[src/rtl/conv_sched_pkg.sv]
// Shared types for the conv tile scheduler: FSM states, default widths and
// the latched per-layer tile configuration.
package conv_sched_pkg;

    localparam int unsigned CNT_W_DEF  = 16;
    localparam int unsigned STAT_W_DEF = 32;

    typedef enum logic [2:0] {
        IDLE,
        LOAD_W,
        LOAD_I,
        COMPUTE,
        DONE
    } sched_state_e;

    typedef struct packed {
        logic [CNT_W_DEF-1:0] w;
        logic [CNT_W_DEF-1:0] h;
        logic [CNT_W_DEF-1:0] ic;
        logic [CNT_W_DEF-1:0] oc;
    } tile_cfg_t;

    // An empty loop nest has no tiles; the layer completes without any loads.
    function automatic logic cfg_is_empty(tile_cfg_t c);
        return (c.w == '0) || (c.h == '0) || (c.ic == '0) || (c.oc == '0);
    endfunction

endpackage

[src/rtl/tile_index_counter.sv]
// Four-level wrap odometer (oc > ic > h > w) for the tile loop nest, with
// flags for the final tile and for a change of the (oc,ic) pair.
module tile_index_counter #(
    parameter int unsigned CNT_W = 16
) (
    input  logic             clk,
    input  logic             rst,
    input  logic             i_clr,
    input  logic             i_adv,
    input  logic [CNT_W-1:0] i_w_tiles,
    input  logic [CNT_W-1:0] i_h_tiles,
    input  logic [CNT_W-1:0] i_ic_tiles,
    input  logic [CNT_W-1:0] i_oc_tiles,
    output logic [CNT_W-1:0] o_w_idx,
    output logic [CNT_W-1:0] o_h_idx,
    output logic [CNT_W-1:0] o_ic_idx,
    output logic [CNT_W-1:0] o_oc_idx,
    output logic             o_last_tile,
    output logic             o_pair_change
);

    logic [CNT_W-1:0] r_w;
    logic [CNT_W-1:0] r_h;
    logic [CNT_W-1:0] r_ic;
    logic [CNT_W-1:0] r_oc;
    logic             w_w_last;
    logic             w_h_last;
    logic             w_ic_last;
    logic             w_oc_last;

    assign w_w_last  = (r_w  == i_w_tiles  - CNT_W'(1));
    assign w_h_last  = (r_h  == i_h_tiles  - CNT_W'(1));
    assign w_ic_last = (r_ic == i_ic_tiles - CNT_W'(1));
    assign w_oc_last = (r_oc == i_oc_tiles - CNT_W'(1));

    // Advancing from here wraps both w and h, so the next tile starts a new (oc,ic) pair.
    assign o_pair_change = w_w_last && w_h_last;
    assign o_last_tile   = w_w_last && w_h_last && w_ic_last && w_oc_last;

    always_ff @(posedge clk) begin
        if (rst || i_clr) begin
            r_w  <= '0;
            r_h  <= '0;
            r_ic <= '0;
            r_oc <= '0;
        end else if (i_adv) begin
            if (!w_w_last) begin
                r_w <= r_w + CNT_W'(1);
            end else begin
                r_w <= '0;
                if (!w_h_last) begin
                    r_h <= r_h + CNT_W'(1);
                end else begin
                    r_h <= '0;
                    if (!w_ic_last) begin
                        r_ic <= r_ic + CNT_W'(1);
                    end else begin
                        r_ic <= '0;
                        r_oc <= w_oc_last ? '0 : r_oc + CNT_W'(1);
                    end
                end
            end
        end
    end

    assign o_w_idx  = r_w;
    assign o_h_idx  = r_h;
    assign o_ic_idx = r_ic;
    assign o_oc_idx = r_oc;

endmodule

[src/rtl/conv_tile_scheduler.sv]
// Layer sequencer: walks the tile loop nest, issues weight/input loads with
// ping-pong buffer selects, gates the conv dataflow and keeps utilization stats.
module conv_tile_scheduler
    import conv_sched_pkg::*;
#(
    parameter int unsigned CNT_W  = CNT_W_DEF,
    parameter int unsigned STAT_W = STAT_W_DEF
) (
    input  logic              clk,
    input  logic              rst,
    input  logic              layer_start,
    input  logic [CNT_W-1:0]  cfg_w_tiles,
    input  logic [CNT_W-1:0]  cfg_h_tiles,
    input  logic [CNT_W-1:0]  cfg_ic_tiles,
    input  logic [CNT_W-1:0]  cfg_oc_tiles,
    output logic              weight_req,
    input  logic              weight_ack,
    output logic              weight_buf_sel,
    output logic              input_loader_req,
    input  logic              input_loader_ack,
    output logic              input_buff_sel,
    output logic              dataflow_en,
    input  logic              tile_done,
    output logic [CNT_W-1:0]  w_idx,
    output logic [CNT_W-1:0]  h_idx,
    output logic [CNT_W-1:0]  ic_idx,
    output logic [CNT_W-1:0]  oc_idx,
    output logic              busy,
    output logic              layer_done,
    output logic [STAT_W-1:0] stat_busy_cycles,
    output logic [STAT_W-1:0] stat_compute_cycles
);

    sched_state_e      r_state;
    sched_state_e      w_state_nxt;
    tile_cfg_t         r_cfg;
    tile_cfg_t         w_cfg_in;
    logic              r_wsel;
    logic              r_isel;
    logic [STAT_W-1:0] r_busy_cyc;
    logic [STAT_W-1:0] r_comp_cyc;
    logic              w_start;
    logic              w_adv;
    logic              w_last_tile;
    logic              w_pair_change;

    always_comb begin
        w_cfg_in    = '0;
        w_cfg_in.w  = CNT_W_DEF'(cfg_w_tiles);
        w_cfg_in.h  = CNT_W_DEF'(cfg_h_tiles);
        w_cfg_in.ic = CNT_W_DEF'(cfg_ic_tiles);
        w_cfg_in.oc = CNT_W_DEF'(cfg_oc_tiles);
    end

    assign w_start = (r_state == IDLE) && layer_start;

    tile_index_counter #(
        .CNT_W (CNT_W)
    ) u_tile_index_counter (
        .clk           (clk),
        .rst           (rst),
        .i_clr         (w_start),
        .i_adv         (w_adv),
        .i_w_tiles     (CNT_W'(r_cfg.w)),
        .i_h_tiles     (CNT_W'(r_cfg.h)),
        .i_ic_tiles    (CNT_W'(r_cfg.ic)),
        .i_oc_tiles    (CNT_W'(r_cfg.oc)),
        .o_w_idx       (w_idx),
        .o_h_idx       (h_idx),
        .o_ic_idx      (ic_idx),
        .o_oc_idx      (oc_idx),
        .o_last_tile   (w_last_tile),
        .o_pair_change (w_pair_change)
    );

    always_comb begin
        w_state_nxt      = r_state;
        w_adv            = 1'b0;
        weight_req       = 1'b0;
        input_loader_req = 1'b0;
        dataflow_en      = 1'b0;
        busy             = 1'b0;
        layer_done       = 1'b0;
        unique case (r_state)
            IDLE: begin
                if (layer_start) begin
                    w_state_nxt = cfg_is_empty(w_cfg_in) ? DONE : LOAD_W;
                end
            end
            LOAD_W: begin
                weight_req = 1'b1;
                busy       = 1'b1;
                if (weight_ack) begin
                    w_state_nxt = LOAD_I;
                end
            end
            LOAD_I: begin
                input_loader_req = 1'b1;
                busy             = 1'b1;
                if (input_loader_ack) begin
                    w_state_nxt = COMPUTE;
                end
            end
            COMPUTE: begin
                dataflow_en = 1'b1;
                busy        = 1'b1;
                if (tile_done) begin
                    if (w_last_tile) begin
                        w_state_nxt = DONE;
                    end else begin
                        w_adv       = 1'b1;
                        w_state_nxt = w_pair_change ? LOAD_W : LOAD_I;
                    end
                end
            end
            DONE: begin
                layer_done  = 1'b1;
                w_state_nxt = IDLE;
            end
            default: begin
                w_state_nxt = IDLE;
            end
        endcase
    end

    always_ff @(posedge clk) begin
        if (rst) begin
            r_state    <= IDLE;
            r_cfg      <= '0;
            r_wsel     <= 1'b0;
            r_isel     <= 1'b0;
            r_busy_cyc <= '0;
            r_comp_cyc <= '0;
        end else begin
            r_state <= w_state_nxt;
            if (w_start) begin
                r_cfg      <= w_cfg_in;
                r_wsel     <= 1'b0;
                r_isel     <= 1'b0;
                r_busy_cyc <= '0;
                r_comp_cyc <= '0;
            end else begin
                if ((r_state == LOAD_W) && weight_ack) begin
                    r_wsel <= ~r_wsel;
                end
                if ((r_state == LOAD_I) && input_loader_ack) begin
                    r_isel <= ~r_isel;
                end
                // Saturating counters: hold at all-ones rather than wrap.
                if (busy && (r_busy_cyc != '1)) begin
                    r_busy_cyc <= r_busy_cyc + STAT_W'(1);
                end
                if (dataflow_en && (r_comp_cyc != '1)) begin
                    r_comp_cyc <= r_comp_cyc + STAT_W'(1);
                end
            end
        end
    end

    assign weight_buf_sel      = r_wsel;
    assign input_buff_sel      = r_isel;
    assign stat_busy_cycles    = r_busy_cyc;
    assign stat_compute_cycles = r_comp_cyc;

endmodule
[config.mk]
export PLATFORM = sky130hd
export DESIGN_NAME = conv_tile_scheduler
export DESIGN_NICKNAME = d
export VERILOG_FILES = /design/src/rtl/conv_sched_pkg.sv /design/src/rtl/tile_index_counter.sv /design/src/rtl/conv_tile_scheduler.sv
export SDC_FILE = /design/constraint.sdc
export NUM_CORES = 1
export LEC_CHECK = 0
export BUFFER_PORTS_ARGS = -buffer_cell sky130_fd_sc_hd__buf_2
export CAP_MARGIN = 20
export CORE_UTILIZATION = 50
export CTS_BUF_LIST = sky130_fd_sc_hd__clkbuf_16
export DETAILED_ROUTE_END_ITERATION = 16
export PLACE_DENSITY = 0.81
export SYNTH_ARGS = -nofsm -noshare
export SYNTH_HDL_FRONTEND = slang
export SYNTH_SLANG_ARGS = --single-unit
[constraint.sdc]
create_clock -name clk -period 6 [get_ports clk]
set_input_delay 1.2 -clock clk [delete_from_list [all_inputs] [get_ports clk]]
set_output_delay 1.2 -clock clk [all_outputs]
set_load 0.005 [all_outputs]
* Word level (Yosys, flattened, before mapping)
Cells that the tools add are included.
** Cells by class
- Mux-type cells :: 20
- Equality and inequality tests :: 14
- Bitwise logic cells :: 2
- Add/sub/neg operators :: 10
- Reduce and logical (&&, ||, !) cells :: 23
** Operators by type and width (count)
- adder 16 x 1 -> 16 bit, second input constant :: 4
- adder 32 x 1 -> 32 bit, second input constant :: 2
- == test 16 bit :: 4
- zero test 16 bit :: 4
- 2-to-1 mux 16 bit :: 4
- != test 32 bit, second input constant :: 2
- subtractor 16 x 1 -> 16 bit, second input constant :: 4
- 2-to-1 mux 3 bit :: 6
- one-hot mux 3 bit (4 select lines) :: 1
- logical AND 1 bit :: 8
- 2-to-1 mux 1 bit :: 8
- != test 2 bit, second input constant :: 4
- AND reduction 4 bit :: 2
- == test 3 x 2 -> 1 bit, second input constant :: 2
- logical OR 1 bit :: 4
- == test 3 x 1 -> 1 bit, second input constant :: 1
- == test 3 bit, second input constant :: 1
- zero test 3 bit :: 1
- AND reduction 3 bit :: 1
- OR reduction 3 bit :: 1
- 2-to-1 mux 2 bit :: 1
- NOT 1 bit :: 2
- AND reduction 2 bit :: 1
- OR reduction 2 bit :: 1
** Storage, ports and cells
- Output and inout bits :: 135
- Input port bits :: 70
- Register bits :: 197

* Longest topological paths before layout
Gate-level depths: netlist of run 1.
- Depth after elaboration :: 9
- Mapped depth :: 16
- Depth with buffers taken out :: 11

* By module
Synthesis of run 1 repeated with hierarchy kept, for this count alone.
** Unflattened totals
- Cells, all modules :: 1416
- Area total of the unflattened synthesis :: 11320.9 µm²
** By module, submodules not included
- conv_tile_scheduler :: cells each 727, area an instance 5959.5 µm², times used 1
- tile_index_counter :: cells each 689, area an instance 5361.4 µm², times used 1

* Least setup slack after synthesis of run 1
No wires, ideal clock.
- Path type :: register to register
- Start point :: register r_cfg[49] in the netlist's numbering
- End point :: register u_tile_index_counter.r_oc[12], in the netlist u_tile_index_counter.o_oc_idx[12]
- Setup time :: 71 ps
- Cell stages (with the launch flop) :: 15
- Path buffers :: 3
- Slack :: 2445 ps
- Clock period less this slack :: 3555 ps
- Arrival time :: 3484 ps
- Data required time :: 5929 ps
- Cell sequence :: dfxtp_1 -> clkbuf_1 -> inv_1 -> ha_1 -> clkbuf_1 -> nor4b_2 -> nand4_1 -> xnor2_1 -> or4_1 -> nor4_4 -> o2111ai_2 -> or2_0 -> buf_2 -> or4_1 -> a21oi_1
** Between the ends
- Cells in the longest elaborated chain, start to end :: 9
** RTL lines
- from (decl) :: line conv_tile_scheduler.sv:36 : tile_cfg_t r_cfg;
- from (signal assigned) :: line conv_tile_scheduler.sv:137 : r_cfg <= w_cfg_in;
- subtractor 16 x 1 -> 16 bit * :: line tile_index_counter.sv:31 : assign w_w_last = (r_w == i_w_tiles - CNT_W'(1));
- == test 16 bit * :: line tile_index_counter.sv:31
- logical AND 1 bit (3 in series) :: line tile_index_counter.sv:38 : assign o_last_tile = w_w_last && w_h_last && w_ic_last && w_oc_last;
- 2-to-1 mux 1 bit :: line conv_tile_scheduler.sv:108 : if (w_last_tile) begin
- 2-to-1 mux 1 bit :: line conv_tile_scheduler.sv:107 : if (tile_done) begin
- 2-to-1 mux 1 bit :: line conv_tile_scheduler.sv:84 : unique case (r_state)
- AND reduction 4 bit (no line) *
- to (signal assigned) :: line tile_index_counter.sv:59 : r_oc <= w_oc_last ? '0 : r_oc + CNT_W'(1);
- to (decl) :: line tile_index_counter.sv:25 : logic [CNT_W-1:0] r_oc;
Mark *: on every way between the ends. The rest lies on a longest branch, timed or not.
A chain may end at the register's enable or synchronous reset.

* Worst setup path in the final report of run 1
- Start point :: register r_cfg[48] in the netlist's numbering
- End point :: register u_tile_index_counter.r_ic[8], in the netlist u_tile_index_counter.o_ic_idx[8]
** Between the ends
- Cells in the longest elaborated chain, start to end :: 9
** RTL lines
- subtractor 16 x 1 -> 16 bit * :: line tile_index_counter.sv:31
- == test 16 bit * :: line tile_index_counter.sv:31
- logical AND 1 bit (3 in series) :: line tile_index_counter.sv:38
- 2-to-1 mux 1 bit :: line conv_tile_scheduler.sv:108
- 2-to-1 mux 1 bit :: line conv_tile_scheduler.sv:107
- 2-to-1 mux 1 bit :: line conv_tile_scheduler.sv:84
- AND reduction 3 bit (no line) *
- to (signal assigned) :: line tile_index_counter.sv:56 : r_ic <= r_ic + CNT_W'(1);
- to (decl) :: line tile_index_counter.sv:24 : logic [CNT_W-1:0] r_ic;
Marks and branches as above.

==> flow_metrics.tcl, run 1 <==
set metrics [dict create \
    synth_nets 1466 \
    clockBufferDepth 2 \
    overflow 0 \
    numCtsBuffers 17 \
    ys.flop_type "dfxtp_1" \
    dr.pass1.iters 5 \
    route.vias.total 10700 \
    fillers 1934 \
    post_cts_buffers 0 \
    worst-endpoint-arrival_ns 4.80 \
    ios 205 \
    powerDensity_mw_per_mm2 301 \
    skew_ns 0.0110 \
    startpoint_type "register" \
    cts_hold_buf 0 \
    grt_max_degree 70 \
    synth_area_sq_mm 0.0108 \
    start_util_pct 51.2 \
    postRouteAntennaNets 0 \
    synth-seq-cells 197 \
    yosysUniqueCellTypes 72 \
    fin_crit_sh_pct 74.0 \
    hpwl_mm 21.7 \
    peakVddDrop_uv 297 \
    drv_slew 0 \
    ctsResizeCount 0 \
    power_mw 3.75 \
    clkTransAtPathRegs_ns 0.07 \
    rsz0062_at_grt "no" \
    mostFrequentLayoutCell "buf_2" \
    antenna_found_initial 1 \
    cts-root-buf "clkbuf_16" \
    crit_slowest_cell "or4_1" \
    hold_path_class "reg -> reg" \
    synth_area_leaders "dfxtp_1 (37%), nand2_1 (6.8%), xor2_1 (6.6%)" \
    routed_wl_mm 29.8 \
    hold_viol_final 0 \
    slew_headroom_pct 44.1 \
    async_flop_share_pct 0 \
    p_leak_nw 4.86 \
    multiInputGateArea_sq_mm 0.00646 \
    die_y_um 149 \
    synthCells 1386 \
    drcViolationCount 0 \
    worstSetupPathType "reg -> reg" \
    synth.top_cell.area_share_pct 36.5 \
    die_width_um 149 \
    max-cap-violations 0 \
    routabilityCongestion 0.935 \
    max_clock_freq_ghz 0.225 \
    finalCriticalPeriod_ns 4.44 \
    regArea_sq_mm 0.00394 \
    synth_edf_count 0 \
    setup_violations 0 \
    grt_pass1_vias 9776 \
    crit_top_cell "or4_1" \
    end_kind "register" \
    cts.sinks 197 \
    avgRoutedWirePerCell_um 16.3 \
    critPathMaxFanout 21 \
    tns_ns 0 \
    cp_slowest_stage_delay_ns 0.68 \
    finalInstanceArea_sq_mm 0.0125 \
    num_rows 53 \
    synth_top_area_cell "dfxtp_1" \
    grt_pass1_wl_mm 48.2 \
    io_buffers 204 \
    gr-usage-all-layers_pct 26.7 \
    status "complete, no violations" \
    yosys_warnings 0 \
    dpl_cell_area_sq_mm 0.0119 \
    path_buf_inv 1 \
    die_area_sq_mm 0.0222 \
    cp_cell_sequence "inv_1 -> ha_1 -> nor4b_2 -> nand4_1 -> xnor2_1 -> or4_1 -> nor4_4 -> and2_1 -> nand3_1 -> or4_1 -> a21oi_1" \
    seq_area_frac_synth_pct 36.5 \
    nNetsFinal 1621 \
    crit_required_ns 6.36 \
    drt_iter0_drc 727 \
    cts_tree "built" \
    layout-drive-gt1-share_pct 16.9 \
    syn_to_final_growth_pct 15.5 \
    ctsHtreeMaxLevel 4 \
    cpLargestDelayFamily "simple AND/OR/NAND/NOR gates" \
    clk_latency_ns 0.43 \
    worst_pin_slew_ns 0.836 \
    coreArea_sq_mm 0.0211 \
    syn-mean-instance-area_sq_um 7.79 \
    layout_common_cells "buf_2 (204), dfxtp_1 (197), nand2_1 (196)" \
    vias_per_cell 5.82 \
]
==> cell families (layout without fill, tap and decap cells) <==
group           Yosys count  count (layout)  share of synthesized area [%]
other cells               0               3                              0
mux                      11              11                           1.04
simple gates            667             667                           31.5
fa+ha+maj                10              10                           1.16
compound gates          249             249                           13.9
buf+inv                 102             270                           3.72
flops                   197             197                           36.5
xor+xnor                150             150                           12.2
==> power breakdown <==
part | switching, mW | total, mW | internal [mW]
registers | 0.154 | 1.55 | 1.40
clock network | 0.524 | 1.06 | 0.534
logic | 0.680 | 1.14 | 0.460
total | 1.36 | 3.75 | 2.39
==> state kept, by name, summed over array words and instances, names as in the netlist <==
signal	flops
stat_busy_cycles	32
u_tile_index_counter.o_oc_idx	16
r_state	3
u_tile_index_counter.o_ic_idx	16
u_tile_index_counter.o_w_idx	16
u_tile_index_counter.o_h_idx	16
input_buff_sel	1
weight_buf_sel	1
r_cfg	64
stat_compute_cycles	32
==> stage by stage <==
step | utilization, % | std cells | worst slack, ns | hold WS, ns
floorplan | - | 1386 | 2.45 | 0.448
global placement | 56.5 | 1795 | 1.82 | 0.455
detailed placement | 56.5 | 1795 | 1.66 | 0.471
CTS | 59.0 | 1827 | 1.57 | 0.481
global route | 59.1 | 1830 | 1.22 | 0.503
finish | 59.1 | 1832 | 1.56 | 0.475
==> per-layer routing <==
metal	wire [um]	global-route usage, %	vias up	part of all wire, %
met5	0	0	-	0
met4	901	11.6	0	3.0
met3	2220	6.61	66	7.4
met2	13800	42.7	360	46
met1	12900	34.1	4998	43
li1	-	-	5236	-
==> worst paths after layout <==
check / from / endpoint / slack (ns) / cells after the start
setup / recovery: r_cfg[48] / u_tile_index_counter.o_ic_idx[8] / 1.56 / 11
hold / removal: r_cfg[15] / r_cfg[15] / 0.48 / 2
setup reg to reg: r_cfg[48] / u_tile_index_counter.o_ic_idx[8] / 1.56 / 11
hold reg to reg: r_cfg[15] / r_cfg[15] / 0.48 / 2
==> worst min-delay path, delay by kind of cell, from the launching register on <==
kind	cells	cell delay, ns
simple gates	1	0.05
flops	1	0.32
compound gates	1	0.05
==> final cells by class <==
cell class / instances / share of cell area, %
antenna: 3 / 0.0602
clock buffer: 17 / 3.41
clock inverter: 15 / 0.873
inverter: 27 / 0.813
multi-input combinational: 1087 / 51.8
sequential: 197 / 31.6
tap: 275 / 2.76
timing repair buffer: 211 / 8.64
==> synthesized netlist by cell type, drive strengths merged (7+ instances only) <==
cell	instances
nor2b	8
clkbuf	61
or3	46
and4	13
nand4	37
nor4	34
o211ai	10
xnor2	69
buf	14
xor2	81
o21ai	49
nor4b	8
mux2i	9
ha	10
inv	27
nand2b	7
dfxtp	197
and2	12
nor3	33
or4	22
a31oi	9
nand3	65
and3	30
nor2	131
a21oi	120
nand2	197
o31ai	13
(Power assumes the default switching activity.)
==> inputs of run 2 (changes only) <==
==> constraint.sdc (replaced) <==
create_clock -name clk -period 4.2 [get_ports clk]
set_input_delay 0.84 -clock clk [delete_from_list [all_inputs] [get_ports clk]]
set_output_delay 0.84 -clock clk [all_outputs]
set_load 0.005 [all_outputs]
==> run 2 against run 1 <==
Critical path depth increased by 2. Die area unchanged. Clock skew increased by 0.0069 ns. Sequential cell count unchanged. Global-route usage decreased by 0.26 points. Register-to-register slack got worse by 1.2 ns. Fmax increased by 16%. Highest routed layer unchanged.
==> flow_metrics.tcl, run 2 (same netlist as run 1, synthesis figures left out) <==
set metrics [dict create \
    clockPowerShare_pct 28.7 \
    worstSetupPathType "reg -> reg" \
    drt_iter0_drc 737 \
    cts.sinks 197 \
    finalCriticalPeriod_ns 3.81 \
    critPathMaxFanout 24 \
    hold_viol_final 0 \
    startpoint_type "register" \
    setup_violations 0 \
    clk_latency_ns 0.44 \
    swShare_pct 35.5 \
    num_rows 53 \
    avgRoutedWirePerCell_um 16.2 \
    dp.cells 1803 \
    cpLargestDelayFamily "simple AND/OR/NAND/NOR gates" \
    combinationalPowerShare_pct 30.2 \
    overflow 0 \
    multiInputGateArea_sq_mm 0.00648 \
    drcViolationCount 0 \
    setup_slack_ns 0.387 \
    dr.pass1.iters 5 \
    syn_to_final_growth_pct 16.1 \
    dpl_cell_area_sq_mm 0.0120 \
    gr-usage-all-layers_pct 26.5 \
    worst-endpoint-arrival_ns 4.17 \
    largest-register "r_cfg" \
    ctsHtreeMaxLevel 4 \
    route.vias.total 10600 \
    max_clock_freq_ghz 0.262 \
    fillers 1943 \
    finalInstanceArea_sq_mm 0.0125 \
    nNetsFinal 1628 \
    postRouteAntennaNets 0 \
    crit_required_ns 4.55 \
    final_cells 1836 \
    powerDensity_mw_per_mm2 430 \
    clkTransAtPathRegs_ns 0.07 \
    crit_slowest_cell "or4b_4" \
    cts_tree "built" \
    place_ws_ns 0.325 \
    ios 205 \
    cp_slowest_stage_delay_ns 0.53 \
    intPower_mw 3.48 \
    tns_ns 0 \
    clockBufferDepth 2 \
    cts-root-buf "clkbuf_16" \
    rsz0062_at_grt "no" \
    routabilityCongestion 0.914 \
    layout_common_cells "buf_2 (204), dfxtp_1 (197), nand2_1 (196)" \
    p_leak_nw 4.91 \
    slew_headroom_pct 45.0 \
    antenna_found_initial 1 \
    cp_cell_sequence "inv_1 -> ha_1 -> or4b_4 -> a211o_1 -> a21oi_1 -> o2111ai_1 -> a2111oi_2 -> buf_4 -> o2111ai_2 -> or2_0 -> buf_4 -> or4_1 -> a21oi_1" \
    regArea_sq_mm 0.00394 \
    pwr-share-seq_pct 41.1 \
    status "complete, no violations" \
    drv_slew 0 \
    coreArea_sq_mm 0.0211 \
    numCtsBuffers 17 \
    vias_per_cell 5.79 \
    die_area_sq_mm 0.0222 \
    mostFrequentLayoutCell "buf_2" \
    power_mw 5.39 \
    fin_crit_sh_pct 90.8 \
    layout-drive-gt1-share_pct 17.2 \
    end_kind "register" \
    routed_wl_mm 29.7 \
    io_buffers 204 \
    hpwl_mm 21.9 \
    start_util_pct 51.2 \
    net-switching-power_mw 1.91 \
    hold_path_class "reg -> reg" \
    grt_pass1_vias 9756 \
    max-cap-violations 0 \
    peakVddDrop_uv 303 \
    grt_pass1_wl_mm 47.4 \
    path_buf_inv 3 \
    worst_pin_slew_ns 0.823 \
    die_y_um 149 \
    skew_ns 0.0179 \
    die_width_um 149 \
    grt_max_degree 65 \
    largest_reg_flops 64 \
]
## run 2: final cells by class
type,instances,share of cell area [%]
diodes,1,0.0200
multi-input cells,1087,51.7
repair buffers,218,8.98
well taps,275,2.74
flip-flops and latches,197,31.5
inverters,27,0.808
clock inverters,14,0.918
clock buffers,17,3.39
## run 2: path summary, 6_finish.rpt
check	from	end	slack, ns	depth (start not counted)
max	r_cfg[16]	u_tile_index_counter.o_oc_idx[7]	0.39	13
min	r_cfg[47]	r_cfg[47]	0.47	2
max reg2reg	r_cfg[16]	u_tile_index_counter.o_oc_idx[7]	0.39	13
min reg2reg	r_cfg[47]	r_cfg[47]	0.47	2
## run 2: timing repair
item,in CTS,in global routing
setup buffers,0,1
hold buffers,0,0
gates resized for setup,0,3
setup endpoints to repair,0,23
## run 2: worst reg2reg max path, delay by kind of cell, from the launching register on
kind	cells	cell delay [ns]
AND/OR/NAND/NOR	3	1.31
flip-flops	1	0.36
AO/OA/AOI/OAI	6	1.26
buffers and inverters	3	0.53
adder cells (fa/ha/maj)	1	0.29
## run 2: metrics by stage
stage | util (%) | hold WS (ns)
after floorplan | - | 0.448
after detailed placement | 56.7 | 0.466
after global placement | 56.7 | 0.456
after CTS | 59.3 | 0.478
after global routing | 59.5 | 0.511
final | 59.5 | 0.473
## run 2: power by group through the flow
stage                     registers (mW)  logic, mW  clock network [mW]
final                               2.22       1.63                1.55
after global routing                2.24       1.82                1.63
after CTS                           2.21       1.62                1.57
after detailed placement            2.25       1.61                   0
after global placement              2.24       1.58                   0
after floorplan                     2.15       1.31                   0
## run 2: metal layers
layer	up-vias	share of wire (%)	global-route usage, %
met1	5032	44	33.1
met4	0	2.5	10.5
met2	309	46	43.3
li1	5244	-	-
met3	47	7.0	6.85
met5	-	0	0
==> inputs of run 3 (changes only) <==
--- a/config.mk
+++ b/config.mk
@@ -8,7 +8,6 @@
 export BUFFER_PORTS_ARGS = -buffer_cell sky130_fd_sc_hd__buf_2
 export CAP_MARGIN = 20
 export CORE_UTILIZATION = 50
-export CTS_BUF_LIST = sky130_fd_sc_hd__clkbuf_16
 export DETAILED_ROUTE_END_ITERATION = 16
 export PLACE_DENSITY = 0.81
 export SYNTH_ARGS = -nofsm -noshare
==> run 3 against run 2 <==
Register-to-register slack worse by 0.02 ns. Clock-buffer cell count up 5. Fmax down 0.47%. First-iteration DRC count down 0.27%. Combinational power about the same. Via count up 0.33%. Clock power about the same. Total power up 0.69%. Global-route usage about the same. Critical path depth unchanged. Setup slack worse by 0.018 ns. Critical path type unchanged.
==> flow_metrics.tcl, run 3 (same netlist as run 1, synthesis figures left out) <==
set metrics [dict create \
    intPower_mw 3.52 \
    nNetsFinal 1628 \
    worst_pin_slew_ns 0.823 \
    worst-endpoint-arrival_ns 4.18 \
    max-cap-violations 0 \
    grtUsageMet2_pct 43.2 \
    ios 205 \
    vias_per_cell 5.81 \
    clkTransAtPathRegs_ns 0.07 \
    overflow 0 \
    reg2reg_from "r_cfg[16]" \
    mostFrequentLayoutCell "buf_2" \
    drcViolationCount 0 \
    worstSetupPathType "reg -> reg" \
    startpoint_type "register" \
    use_met3_pct 6.91 \
    slew_headroom_pct 45.0 \
    routabilityCongestion 0.914 \
    hold_path_class "reg -> reg" \
    timing.hold.ws_ns 0.475 \
    clockBufferDepth 2 \
    hpwl_mm 21.9 \
    dr.pass1.iters 5 \
    route.vias.total 10700 \
    num_rows 53 \
    grt_max_degree 65 \
    gr-usage-all-layers_pct 26.5 \
    syn_to_final_growth_pct 16.3 \
    start_util_pct 51.2 \
    cts_tree "built" \
    skew_ns 0.0183 \
    io_buffers 204 \
    place_ws_ns 0.325 \
    fillers 1935 \
    antenna_found_initial 1 \
    coreArea_sq_mm 0.0211 \
    crit_required_ns 4.55 \
    tns_ns 0 \
    finalInstanceArea_sq_mm 0.0126 \
    top_usage_layer "met2" \
    cts.sinks 197 \
    clk_latency_ns 0.44 \
    cts_hold_buf 0 \
    status "complete, no violations" \
    max_clock_freq_ghz 0.261 \
    ctsHtreeMaxLevel 4 \
    routed_wl_mm 29.6 \
    grt_pass1_wl_mm 47.4 \
    layout-drive-gt1-share_pct 17.4 \
    rsz0062_at_grt "no" \
    net-switching-power_mw 1.91 \
    die_width_um 149 \
    swShare_pct 35.1 \
    hold_viol_final 0 \
    finalCriticalPeriod_ns 3.83 \
    largest-register "r_cfg" \
    layout_common_cells "buf_2 (204), dfxtp_1 (197), nand2_1 (196)" \
    cts-root-buf "clkbuf_16" \
    multiInputGateArea_sq_mm 0.00648 \
    drv_slew 0 \
    setup_violations 0 \
    grt_pass1_vias 9774 \
    critPathMaxFanout 24 \
    min_from "r_cfg[47]" \
    postRouteAntennaNets 0 \
    dpl_cell_area_sq_mm 0.0120 \
    setup.worst_path.start "r_cfg[16]" \
    regArea_sq_mm 0.00394 \
    combinationalPowerShare_pct 30.0 \
    numCtsBuffers 17 \
    setup_slack_ns 0.369 \
    powerDensity_mw_per_mm2 432 \
    pwr-share-seq_pct 40.8 \
    avgRoutedWirePerCell_um 16.1 \
    peakVddDrop_uv 303 \
    die_area_sq_mm 0.0222 \
    p_leak_nw 4.90 \
    end_kind "register" \
    fin_crit_sh_pct 91.2 \
    clockPowerShare_pct 29.2 \
    largest_reg_flops 64 \
    die_y_um 149 \
    grt_util_met1_pct 33.1 \
    drt_iter0_drc 735 \
]
## run 3: cell types whose count changed in the layout (fill, tap and decap cells not counted), sizes merged
cell	change
clkbuf	+5
clkinv	-2
inv	-3
## run 3: power groups by stage
stage / sequential, mW / clock [mW] / combinational, mW
2_1_floorplan: 2.15 / 0 / 1.31
3_3_place_gp: 2.24 / 0 / 1.58
3_5_place_dp: 2.25 / 0 / 1.61
4_1_cts: 2.21 / 1.61 / 1.62
5_1_grt: 2.24 / 1.68 / 1.82
6_report: 2.22 / 1.58 / 1.63
## run 3: per-layer routing
| metal | share of wire, % | wire (um) |
|---|---|---|
| met3 | 7.6 | 2250 |
| met1 | 43 | 12900 |
| met5 | 0 | 0 |
| met2 | 47 | 13800 |
| met4 | 2.5 | 748 |
## run 3: timing repair
item,in CTS,in global routing
buffers inserted,0,1
resized for setup,0,3
setup endpoints to repair,0,23
## run 3: area by class of cell
type | instances | share of cell area [%]
repair buffers | 218 | 8.97
clock inverters | 9 | 0.767
diodes | 1 | 0.0199
flip-flops and latches | 197 | 31.4
multi-input cells | 1087 | 51.6
clock buffers | 22 | 3.70
well taps | 275 | 2.74
inverters | 27 | 0.807
## run 3: final timing paths
check                                                         to  slack [ns]  depth (start not counted)
worst max-delay path            u_tile_index_counter.o_oc_idx[7]        0.37                         13
worst min register to register                         r_cfg[47]        0.48                          2
worst min-delay path                                   r_cfg[47]        0.48                          2
worst max register to register  u_tile_index_counter.o_oc_idx[7]        0.37                         13
## run 3: metrics by stage
stage | utilization, % | power [mW] | instances
floorplan | - | 3.46 | 1386
global placement | 56.7 | 3.82 | 1803
detailed placement | 56.7 | 3.86 | 1803
CTS | 59.4 | 5.43 | 1834
global route | 59.5 | 5.74 | 1836
finish | 59.5 | 5.43 | 1836
## run 3: critical path, cell delays in order (launching register included)
cell and delay [ns]:
dfxtp_1 0.36, inv_1 0.10, ha_1 0.28, or4b_4 0.53, a211o_1 0.25, a21oi_1 0.12
o2111ai_1 0.14, a2111oi_2 0.41, buf_4 0.22, o2111ai_2 0.20, or2_0 0.26, buf_4 0.21
or4_1 0.51, a21oi_1 0.15
